==> src/rtl/vid_timing_gen_if.sv <==
// Pixel FIFO read port between the video FIFO and vid_timing_gen.
//   fifo_rdata     : head entry {R,G,B}, valid while fifo_empty=0
//   fifo_empty     : FIFO holds no entries
//   fifo_threshold : FIFO at or above half full
//   fifo_rd        : pop request, one clk per consumed pixel
// master = FIFO side, slave = timing generator side.
interface vid_timing_gen_if;
   logic [23:0] fifo_rdata;
   logic        fifo_empty;
   logic        fifo_threshold;
   logic        fifo_rd;

   modport master (output fifo_rdata, fifo_empty, fifo_threshold, input fifo_rd);
   modport slave  (input fifo_rdata, fifo_empty, fifo_threshold, output fifo_rd);
endinterface

==> src/rtl/vid_timing_gen.sv <==
// vid_timing_gen: pixel/timing back end of the video controller.
// Divides clk into pixel strobes, runs h/v counters, decodes sync/blank,
// pops one FIFO entry per active pixel and registers RGB to the display.
// Timing fields are shadowed at enable and at each frame wrap.
//
// Ports:
//   clk, reset_n        : clock, synchronous active-low reset
//   en                  : controller enable
//   testpat             : colour-bar select (only with VID_TESTPAT_EN)
//   pcnt                : pixel divider, strobe every pcnt+1 clks
//   hend/hsize/hsync_start/hsync_end : horizontal timing fields
//   vend/vsize/vsync_start/vsync_end : vertical timing fields
//   fifo                : pixel FIFO read port (slave modport)
//   hsync/hblank/vsync/vblank, R/G/B, frame_start, underflow : outputs
//
// Optional build macro VID_TESTPAT_EN adds the testpat input and an
// internal 8-bar colour pattern source.
//
// state   | meaning
// --------+-----------------------------------------------------------
// IDLE    | disabled, outputs 0, waits for en and latches timing fields
// PREFILL | waiting for FIFO threshold before starting the raster
// RUN     | raster running, strobes/counters/outputs active
module vid_timing_gen #(
   parameter int CW = 13,
   parameter int PW = 6
) (
   input  logic          clk,
   input  logic          reset_n,
   input  logic          en,
`ifdef VID_TESTPAT_EN
   input  logic          testpat,
`endif
   input  logic [PW-1:0] pcnt,
   input  logic [CW-1:0] hend,
   input  logic [CW-1:0] hsize,
   input  logic [CW-1:0] hsync_start,
   input  logic [CW-1:0] hsync_end,
   input  logic [CW-1:0] vend,
   input  logic [CW-1:0] vsize,
   input  logic [CW-1:0] vsync_start,
   input  logic [CW-1:0] vsync_end,
   vid_timing_gen_if.slave fifo,
   output logic          hsync,
   output logic          hblank,
   output logic          vsync,
   output logic          vblank,
   output logic [7:0]    R,
   output logic [7:0]    G,
   output logic [7:0]    B,
   output logic          frame_start,
   output logic          underflow
);

   typedef enum logic [1:0] {ST_IDLE, ST_PREFILL, ST_RUN} state_t;

   state_t        state_q, state_d;
   logic [PW-1:0] div_q, div_d, pcnt_s_q, pcnt_s_d;
   logic [CW-1:0] hcnt_q, hcnt_d, vcnt_q, vcnt_d;
   logic [CW-1:0] hend_s_q, hend_s_d, hsize_s_q, hsize_s_d;
   logic [CW-1:0] hss_s_q, hss_s_d, hse_s_q, hse_s_d;
   logic [CW-1:0] vend_s_q, vend_s_d, vsize_s_q, vsize_s_d;
   logic [CW-1:0] vss_s_q, vss_s_d, vse_s_q, vse_s_d;
   logic          hsync_q, hsync_d, hblank_q, hblank_d;
   logic          vsync_q, vsync_d, vblank_q, vblank_d;
   logic [23:0]   rgb_q, rgb_d;
   logic          frame_start_q, frame_start_d, underflow_q, underflow_d;

   logic          load_cfg, clear_out;
   logic [CW-1:0] hend_m, vend_m;
   logic          strobe, h_out, v_out, active, h_last, v_last;
   logic          tp_on;
   logic [23:0]   tp_rgb;

   // A zero-length line or frame behaves as length 1.
   assign hend_m = (hend_s_q == '0) ? CW'(1) : hend_s_q;
   assign vend_m = (vend_s_q == '0) ? CW'(1) : vend_s_q;

   assign strobe = (state_q == ST_RUN) && (div_q == pcnt_s_q);
   assign h_out  = hcnt_q >= hsize_s_q;
   assign v_out  = vcnt_q >= vsize_s_q;
   assign active = strobe & ~h_out & ~v_out;
   assign h_last = hcnt_q >= (hend_m - CW'(1));
   assign v_last = vcnt_q >= (vend_m - CW'(1));

`ifdef VID_TESTPAT_EN
   logic [CW-1:0] hsize_div;
   logic [2:0]    bar;
   assign tp_on     = testpat;
   assign hsize_div = (hsize_s_q == '0) ? CW'(1) : hsize_s_q;
   // Only evaluated for active pixels (hcnt < hsize), so the index stays below 8.
   assign bar       = 3'({hcnt_q, 3'b000} / {3'b000, hsize_div});
   assign tp_rgb    = {{8{bar[2]}}, {8{bar[1]}}, {8{bar[0]}}};
`else
   assign tp_on  = 1'b0;
   assign tp_rgb = '0;
`endif

   // Pops are gated by en so a disable mid-line releases the FIFO immediately.
   assign fifo.fifo_rd = active & en & ~fifo.fifo_empty & ~tp_on;

   always_comb begin
      state_d       = state_q;
      div_d         = div_q;
      hcnt_d        = hcnt_q;
      vcnt_d        = vcnt_q;
      pcnt_s_d      = pcnt_s_q;
      hend_s_d      = hend_s_q;
      hsize_s_d     = hsize_s_q;
      hss_s_d       = hss_s_q;
      hse_s_d       = hse_s_q;
      vend_s_d      = vend_s_q;
      vsize_s_d     = vsize_s_q;
      vss_s_d       = vss_s_q;
      vse_s_d       = vse_s_q;
      hsync_d       = hsync_q;
      hblank_d      = hblank_q;
      vsync_d       = vsync_q;
      vblank_d      = vblank_q;
      rgb_d         = rgb_q;
      frame_start_d = 1'b0;
      underflow_d   = underflow_q;
      load_cfg      = 1'b0;
      clear_out     = 1'b0;

      case (state_q)
         ST_IDLE: begin
            clear_out = 1'b1;
            if (en) begin
               load_cfg = 1'b1;
               div_d    = '0;
               hcnt_d   = '0;
               vcnt_d   = '0;
               // The test pattern needs no FIFO data, so skip the prefill wait.
               state_d  = tp_on ? ST_RUN : ST_PREFILL;
            end
         end
         ST_PREFILL: begin
            clear_out = 1'b1;
            if (!en) begin
               state_d = ST_IDLE;
            end else if (fifo.fifo_threshold) begin
               state_d = ST_RUN;
               div_d   = '0;
               hcnt_d  = '0;
               vcnt_d  = '0;
            end
         end
         ST_RUN: begin
            if (!en) begin
               state_d   = ST_IDLE;
               clear_out = 1'b1;
            end else if (strobe) begin
               div_d         = '0;
               hblank_d      = h_out;
               vblank_d      = v_out;
               hsync_d       = (hcnt_q >= hss_s_q) && (hcnt_q < hse_s_q);
               vsync_d       = (vcnt_q >= vss_s_q) && (vcnt_q < vse_s_q);
               frame_start_d = (hcnt_q == '0) && (vcnt_q == '0);
               if (!active) begin
                  rgb_d = '0;
               end else if (tp_on) begin
                  rgb_d = tp_rgb;
               end else if (fifo.fifo_empty) begin
                  rgb_d       = '0;
                  underflow_d = 1'b1;
               end else begin
                  rgb_d = fifo.fifo_rdata;
               end
               if (h_last) begin
                  hcnt_d = '0;
                  if (v_last) begin
                     vcnt_d   = '0;
                     load_cfg = 1'b1;
                  end else begin
                     vcnt_d = vcnt_q + CW'(1);
                  end
               end else begin
                  hcnt_d = hcnt_q + CW'(1);
               end
            end else begin
               div_d = div_q + PW'(1);
            end
         end
         default: state_d = ST_IDLE;
      endcase

      if (load_cfg) begin
         pcnt_s_d  = pcnt;
         hend_s_d  = hend;
         hsize_s_d = hsize;
         hss_s_d   = hsync_start;
         hse_s_d   = hsync_end;
         vend_s_d  = vend;
         vsize_s_d = vsize;
         vss_s_d   = vsync_start;
         vse_s_d   = vsync_end;
      end

      if (clear_out) begin
         hsync_d       = 1'b0;
         hblank_d      = 1'b0;
         vsync_d       = 1'b0;
         vblank_d      = 1'b0;
         rgb_d         = '0;
         frame_start_d = 1'b0;
         underflow_d   = 1'b0;
      end
   end

   always_ff @(posedge clk) begin
      if (!reset_n) begin
         state_q       <= ST_IDLE;
         div_q         <= '0;
         hcnt_q        <= '0;
         vcnt_q        <= '0;
         pcnt_s_q      <= '0;
         hend_s_q      <= '0;
         hsize_s_q     <= '0;
         hss_s_q       <= '0;
         hse_s_q       <= '0;
         vend_s_q      <= '0;
         vsize_s_q     <= '0;
         vss_s_q       <= '0;
         vse_s_q       <= '0;
         hsync_q       <= 1'b0;
         hblank_q      <= 1'b0;
         vsync_q       <= 1'b0;
         vblank_q      <= 1'b0;
         rgb_q         <= '0;
         frame_start_q <= 1'b0;
         underflow_q   <= 1'b0;
      end else begin
         state_q       <= state_d;
         div_q         <= div_d;
         hcnt_q        <= hcnt_d;
         vcnt_q        <= vcnt_d;
         pcnt_s_q      <= pcnt_s_d;
         hend_s_q      <= hend_s_d;
         hsize_s_q     <= hsize_s_d;
         hss_s_q       <= hss_s_d;
         hse_s_q       <= hse_s_d;
         vend_s_q      <= vend_s_d;
         vsize_s_q     <= vsize_s_d;
         vss_s_q       <= vss_s_d;
         vse_s_q       <= vse_s_d;
         hsync_q       <= hsync_d;
         hblank_q      <= hblank_d;
         vsync_q       <= vsync_d;
         vblank_q      <= vblank_d;
         rgb_q         <= rgb_d;
         frame_start_q <= frame_start_d;
         underflow_q   <= underflow_d;
      end
   end

   assign hsync       = hsync_q;
   assign hblank      = hblank_q;
   assign vsync       = vsync_q;
   assign vblank      = vblank_q;
   assign R           = rgb_q[23:16];
   assign G           = rgb_q[15:8];
   assign B           = rgb_q[7:0];
   assign frame_start = frame_start_q;
   assign underflow   = underflow_q;

endmodule

==> src/flat_wrapper.sv <==
// flat-port wrapper written by rule: the top's interface ports become plain ports
module vid_timing_gen_flat 
#(
   parameter int CW = 13,
   parameter int PW = 6
)
  (clk, reset_n, en, pcnt, hend, hsize, hsync_start, hsync_end, vend, vsize, vsync_start, vsync_end, hsync, hblank, vsync, vblank, R, G, B, frame_start, underflow, fifo_fifo_rdata, fifo_fifo_empty, fifo_fifo_threshold, fifo_fifo_rd);
  vid_timing_gen_if fifo_i ();
  input  logic clk;
  input  logic reset_n;
  input  logic en;
  input  logic [PW-1:0] pcnt;
  input  logic [CW-1:0] hend;
  input  logic [CW-1:0] hsize;
  input  logic [CW-1:0] hsync_start;
  input  logic [CW-1:0] hsync_end;
  input  logic [CW-1:0] vend;
  input  logic [CW-1:0] vsize;
  input  logic [CW-1:0] vsync_start;
  input  logic [CW-1:0] vsync_end;
  output logic hsync;
  output logic hblank;
  output logic vsync;
  output logic vblank;
  output logic [7:0] R;
  output logic [7:0] G;
  output logic [7:0] B;
  output logic frame_start;
  output logic underflow;
  input wire logic [$bits(fifo_i.fifo_rdata)-1:0] fifo_fifo_rdata;
  input wire logic [$bits(fifo_i.fifo_empty)-1:0] fifo_fifo_empty;
  input wire logic [$bits(fifo_i.fifo_threshold)-1:0] fifo_fifo_threshold;
  output wire logic [$bits(fifo_i.fifo_rd)-1:0] fifo_fifo_rd;
  assign fifo_i.fifo_rdata = fifo_fifo_rdata;
  assign fifo_i.fifo_empty = fifo_fifo_empty;
  assign fifo_i.fifo_threshold = fifo_fifo_threshold;
  assign fifo_fifo_rd = fifo_i.fifo_rd;
  vid_timing_gen #(.CW(CW), .PW(PW)) u_core (.clk(clk), .reset_n(reset_n), .en(en), .pcnt(pcnt), .hend(hend), .hsize(hsize), .hsync_start(hsync_start), .hsync_end(hsync_end), .vend(vend), .vsize(vsize), .vsync_start(vsync_start), .vsync_end(vsync_end), .fifo(fifo_i), .hsync(hsync), .hblank(hblank), .vsync(vsync), .vblank(vblank), .R(R), .G(G), .B(B), .frame_start(frame_start), .underflow(underflow));
endmodule
==> config.mk <==
export PLATFORM = sky130hd
export DESIGN_NAME = vid_timing_gen_flat
export DESIGN_NICKNAME = d
export VERILOG_FILES = /design/src/rtl/vid_timing_gen_if.sv /design/src/rtl/vid_timing_gen.sv /design/src/flat_wrapper.sv
export SDC_FILE = /design/constraint.sdc
export NUM_CORES = 1
export LEC_CHECK = 0
export CAP_MARGIN = 20
export CORE_ASPECT_RATIO = 1.1
export CORE_MARGIN = 5
export CORE_UTILIZATION = 54
export DETAILED_ROUTE_END_ITERATION = 6
export GPL_TIMING_DRIVEN = 1
export PLACE_DENSITY = 0.83
export SLEW_MARGIN = 20
export SYNTH_ARGS = -nofsm -noshare
export SYNTH_HDL_FRONTEND = slang
export SYNTH_SLANG_ARGS = --single-unit
==> constraint.sdc <==
create_clock -name clk -period 5.26 [get_ports clk]
set_clock_uncertainty 0.05 [all_clocks]
set_input_delay 1.052 -clock clk [delete_from_list [all_inputs] [get_ports clk]]
set_output_delay 1.052 -clock clk [all_outputs]
set_load 0.01 [all_outputs]
-- Yosys cells after proc, flatten, opt, wreduce, memory -nomap -nowiden
Index checks and enable logic that the tools add are counted.
- bits of input ports: 139
- register bits after elaboration: 174
- output and inout bits: 31
- word-level logic and storage cells: 109
- bitwise gates (word level): 11
- add/subtract/negate cells: 5
- reduce and logical (&&, ||, !) cells: 19
- magnitude comparators: 8
- equal/unequal tests: 11
- muxes and demuxes: 35
- operators with widths (cell ; count):
    two-way mux 13 bit ; 12
    >= comparator 13 bit ; 6
    case mux 13 bit (3 select lines) ; 2
    logical NOT 13 bit ; 4
    two-way mux 24 bit ; 2
    two-way mux 6 bit ; 5
    adder 13 x 1 -> 13 bit (second input constant) ; 2
    < comparator 13 bit ; 2
    subtractor 13 x 1 -> 13 bit (second input constant) ; 2
    case mux 6 bit (3 select lines) ; 1
    inequality test 2 bit (second input constant) ; 5
    AND reduction 5 bit ; 2
    two-way mux 2 bit ; 4
    NOT 1 bit ; 7
    AND reduction 7 bit ; 1
    adder 6 x 1 -> 6 bit (second input constant) ; 1
    equality test 6 bit ; 1
    two-way mux 1 bit ; 6
    case mux 2 bit (3 select lines) ; 1
    AND reduction 3 bit ; 2
    AND reduction 6 bit ; 1
    OR reduction 5 bit ; 1
    bitwise AND 1 bit ; 4
    logical AND 1 bit ; 4
    other kinds (8) ; 11

-- Logic depth before layout (Yosys ltp)
- depth after elaboration: 9
- mapped depth: 18
- gate-level depth less buffers: 16

-- Least setup slack after synthesis
OpenSTA, ideal clock, no wires.
- path type: register -> register
- start point: register u_core.hend_s_q[6]
- end point: register u_core.vcnt_q[11]
- setup time: 101 ps
- stages on the path, launching flop included: 17
- period minus slack after synthesis: 3837 ps
- setup slack: 1423 ps
- arrival: 3686 ps
- data required time: 5109 ps
- buffers on the path: 1
- cells stage by stage: dfxtp_1 -> or4_1 -> nor4_1 -> a21oi_1 -> ha_1 -> nand2b_1 -> nor4_1 -> nor2b_1 -> xnor2_1 -> ha_1 -> nand4_1 -> nor2_1 -> o211ai_1 -> nand3_1 -> clkbuf_1 -> nand3_1 -> o41ai_1
- cells in the longest elaborated chain, start to end: 6
- ends and longest elaborated chain (element ; line ; RTL):
    from (decl) ; vid_timing_gen.sv:60 ; logic [CW-1:0] hend_s_q, hend_s_d, hsize_s_q, hsize_s_d;
    from (signal assigned) ; vid_timing_gen.sv:239 ; hend_s_q <= hend_s_d;
    logical NOT 13 bit ; vid_timing_gen.sv:76 ; assign hend_m = (hend_s_q == '0) ? CW'(1) : hend_s_q;
    two-way mux 13 bit * ; vid_timing_gen.sv:76 ;
    subtractor 13 x 1 -> 13 bit * ; vid_timing_gen.sv:83 ; assign h_last = hcnt_q >= (hend_m - CW'(1));
    >= comparator 13 bit * ; vid_timing_gen.sv:83 ;
    inequality test 2 x 1 -> 1 bit (no source line) * ; -- ;
    AND reduction 7 bit (no source line) * ; -- ;
    to (signal assigned) ; vid_timing_gen.sv:237 ; vcnt_q <= vcnt_d;
    to (decl) ; vid_timing_gen.sv:59 ; logic [CW-1:0] hcnt_q, hcnt_d, vcnt_q, vcnt_d;
Mark *: on every way between the ends. The rest lies on a longest branch, timed or not.
A chain may end at the register's enable or synchronous reset.

-- Final worst setup path
- start point: register u_core.vcnt_q[10]
- end point: output port fifo_fifo_rd
- cells in the longest elaborated chain, start to end: 5
- ends and longest elaborated chain (element ; line ; RTL):
    >= comparator 13 bit ; vid_timing_gen.sv:81 ; assign v_out = vcnt_q >= vsize_s_q;
    NOT 1 bit ; vid_timing_gen.sv:82 ; assign active = strobe & ~h_out & ~v_out;
    bitwise AND 1 bit ; vid_timing_gen.sv:82 ;
    bitwise AND 1 bit (2 in a row) ; vid_timing_gen.sv:100 ; assign fifo.fifo_rd = active & en & ~fifo.fifo_empty & ~tp_on;
    to (decl) ; flat_wrapper.sv:33 ; output wire logic [$bits(fifo_i.fifo_rd)-1:0] fifo_fifo_rd;
Every way passes these cells.

==> impl_metrics.env <==
export IMPL_ys_types=57
export IMPL_synth_edff_count=0
export IMPL_dpl_cell_count=1529
export IMPL_cp_data_arrival_time_ps=3560
export IMPL_path_class="flop to primary output"
export IMPL_cpPeakStageDelay_ps=600
export IMPL_r2r_start="u_core.hend_s_q[6]$_SDFFE_PN0P_"
export IMPL_cts_root_buf="clkbuf_16"
export IMPL_critPathSlowestCell="clkdlybuf4s50_1"
export IMPL_hp_start="u_core.underflow$_SDFFE_PP0P_"
export IMPL_syn_cell_area_sq_um=9930
export IMPL_synth_nets=1406
export IMPL_num_vias=8560
export IMPL_min_period_over_period_pct=88.6
export IMPL_ys_ff_latch=174
export IMPL_postCtsHoldBufs=0
export IMPL_die_width_um=139
export IMPL_synth_top_family_by_area="simple AND/OR/NAND/NOR gates"
export IMPL_final_cell_area_sq_um=12500
export IMPL_max_freq_mhz=215
export IMPL_grt_max_degree=81
export IMPL_drc=0
export IMPL_swShare_pct=25.6
export IMPL_grt_util_met3_pct=4.99
export IMPL_antenna_left=0
export IMPL_muxShareOfSynthArea_pct=11.1
export IMPL_switching_power_uw=904
export IMPL_period_minus_slack_ps=4660
export IMPL_core_area_sq_um=18200
export IMPL_clock_latency_ps=440
export IMPL_max_slew_margin_rel_pct=31.7
export IMPL_yosys_area_share_simple_pct=18.7
export IMPL_post_cts_buffers=0
export IMPL_r2r_end="u_core.vcnt_q[9]$_SDFFE_PN0P_"
export IMPL_whs_path_depth=2
export IMPL_post_cts_resized=0
export IMPL_initial_utilization_pct=54.5
export IMPL_drt_initial_drc_count=582
export IMPL_drv_cap=0
export IMPL_synth_xor_xnor_area_share_pct=3.88
export IMPL_final_common_cell="nand2_1"
export IMPL_diodes=0
export IMPL_combPwrFrac_pct=19.3
export IMPL_ys_warn_count=0
export IMPL_yosysSeqAreaShare_pct=35.1
export IMPL_overflow=0
export IMPL_cp_required_ps=4160
export IMPL_die_h_um=152
export IMPL_place_ws_ps=644
export IMPL_nets=1553
export IMPL_drt_total_wl_um=24600
export IMPL_final_util_pct=68.5
export IMPL_avgViaCountPerCell=5.49
export IMPL_worst_pin_slew_ps=1020
export IMPL_dr_pass1_iters=5
export IMPL_leakagePower_nw=5.68
export IMPL_grt_pass1_wl_um=40900
export IMPL_grt_util_met1_pct=26.8
export IMPL_wl_per_cell_um=15.7
export IMPL_synth_flop_cell="dfxtp_1"
export IMPL_seqPwrFrac_pct=39.4
export IMPL_worst_path_max_fanout=7
export IMPL_grtUsageMet2_pct=41.1
export IMPL_gp_congestion=0.898
export IMPL_total_power_mw=3.53
export IMPL_grt_use_total_pct=23.1
export IMPL_layout_cells_non_filler=1560
export IMPL_final_hold_viol_count=0
export IMPL_layout_common_cells="260 x nand2_1, 174 x dfxtp_1, 168 x clkdlybuf4s50_1"
export IMPL_antenna_found_initial=0
export IMPL_path_clk_slew_ps=70
export IMPL_numClockSinks=174
export IMPL_netlist_instances=1158
export IMPL_final_setup_tns_ps=0
export IMPL_worst_path_most_repeated_cell="a21o_1"
export IMPL_rows=52
export IMPL_p_per_area_nw_per_um2=283
export IMPL_setup_viol=0
export IMPL_final_setup_worst_slack_ps=601
export IMPL_reg2reg_depth=15
export IMPL_hold_worst_slack_ps=398
export IMPL_path_cells="ha_1, a21o_1, a21o_1, a2111oi_4, o2111ai_2, or4_1, a21oi_1, clkdlybuf4s50_1"
export IMPL_grt_pass1_vias=8445
export IMPL_setup_worst_path_start_class="flop"
export IMPL_synth_compound_area_share_pct=12.0
export IMPL_rsz0062_at_grt="false"
export IMPL_hpwl_um=17900
export IMPL_critPathCaptureType="primary output"
export IMPL_r2r_setup_slack_ps=680
export IMPL_die_area_sq_um=21200
export IMPL_internal_power_mw=2.63
export IMPL_hold_path_class="flop to flop"
export IMPL_drive_gt1_share_pct=3.42
export IMPL_cts_path_max_buffers=2
export IMPL_cts_made_buffers=17
export IMPL_io_pins=170
export IMPL_synthAdderAreaFrac_pct=13.7
export IMPL_syn_area_per_cell_sq_um=8.58
export IMPL_clkPwrFrac_pct=41.3
export IMPL_grt_busiest_layer="met2"
export IMPL_area_growth_syn_to_layout_pct=25.6
export IMPL_async_flop_share_pct=0
export IMPL_htreeDepth=4
export IMPL_cts_tree="yes"
export IMPL_placed_cell_area_sq_um=11800
export IMPL_ir_worst_vdd_v=0.000255
export IMPL_maxSlewViolCount=0
export IMPL_portBuffers=169
export IMPL_min_to="u_core.underflow$_SDFFE_PP0P_"
export IMPL_status="finished, final reports clean"
export IMPL_n_fill_cell=1420
-- sequential cells by signal, summed over array words and instances, names as in the netlist --
register	flops
u_core.rgb_q	24
u_core.hcnt_q	13
u_core.hend_s_q	13
u_core.hse_s_q	13
u_core.hsize_s_q	13
u_core.hss_s_q	13
u_core.vcnt_q	13
u_core.vend_s_q	13
u_core.vse_s_q	13
u_core.vsize_s_q	13
u_core.vss_s_q	13
u_core.div_q	6
u_core.pcnt_s_q	6
u_core.state_q	2
u_core.frame_start	1
u_core.hblank	1
u_core.hsync	1
u_core.underflow	1
u_core.vblank	1
u_core.vsync	1
-- power by group through the flow --
| stage | registers [mW] | logic [mW] | clock network, mW |
|---|---|---|---|
| 2_1_floorplan | 1.41 | 0.461 | 0 |
| 3_3_place_gp | 1.42 | 0.649 | 0 |
| 3_5_place_dp | 1.42 | 0.670 | 0 |
| 4_1_cts | 1.39 | 0.682 | 1.47 |
| 5_1_grt | 1.40 | 0.758 | 1.54 |
| 6_report | 1.39 | 0.680 | 1.46 |
-- kinds of logic (layout without fill, tap and decap cells) --
group | count (synthesis) | in the layout
and+or+nand+nor | 416 | 416
DFF | 174 | 174
AOI/OAI and AO/OA | 167 | 167
buffers and inverters | 138 | 297
muxes | 110 | 110
adders and majority gates | 109 | 109
xor gates and xnor gates | 44 | 44
-- routing by layer --
metal,wire [um],share of wire [%],vias up
met5,0,0,-
li1,-,-,4299
met1,10000,41,3954
met4,924,3.8,0
met3,1120,4.6,73
met2,12500,51,234
-- Yosys cell counts (all sizes together) (15+ instances only) --
cell type | count | area (sq um)
xor2 | 18 | 158
a22o | 24 | 210
a21o | 19 | 143
nor4 | 15 | 93.8
xnor2 | 26 | 228
dfxtp | 174 | 3480
ha | 109 | 1360
nand4 | 28 | 181
buf | 15 | 87.6
clkbuf | 32 | 120
a21oi | 41 | 205
nand2 | 260 | 976
o21ai | 23 | 115
nand3 | 17 | 85.1
nor2 | 39 | 149
inv | 91 | 342
mux2i | 110 | 1100
-- layout make-up --
cell class              count  area (sq um)  share of cell area [%]
clock inverters            11           238                    1.91
repair buffers            175          1760                    14.1
well taps                 243           304                    2.44
flip-flops and latches    174          3480                    27.9
clock buffers              20           437                    3.50
multi-input cells         846          5910                    47.4
inverters                  91           342                    2.74
-- critical path, delay by kind of cell, from the launching register on --
| kind | cells | cell delay [ps] |
|---|---|---|
| AND/OR/NAND/NOR | 1 | 520 |
| adder cells (fa/ha/maj) | 1 | 320 |
| AO/OA/AOI/OAI | 5 | 1160 |
| flip-flops | 1 | 530 |
| buffers and inverters | 1 | 600 |
-- worst max-delay path by stage --
stage / start / end / slack, ps / cells after the start
6_report: u_core.vcnt_q[10]$_SDFFE_PN0P_ / fifo_fifo_rd / 600 / 8
2_1_floorplan: u_core.hend_s_q[6]$_SDFFE_PN0P_ / u_core.vcnt_q[11]$_SDFFE_PN0P_ / 1420 / 16
4_1_cts: u_core.vcnt_q[10]$_SDFFE_PN0P_ / fifo_fifo_rd / 610 / 8
3_5_place_dp: en / fifo_fifo_rd / 640 / 7
5_1_grt: u_core.hend_s_q[6]$_SDFFE_PN0P_ / u_core.vcnt_q[9]$_SDFFE_PN0P_ / 230 / 15
3_3_place_gp: en / fifo_fifo_rd / 650 / 7
(Power assumes the default switching activity.)
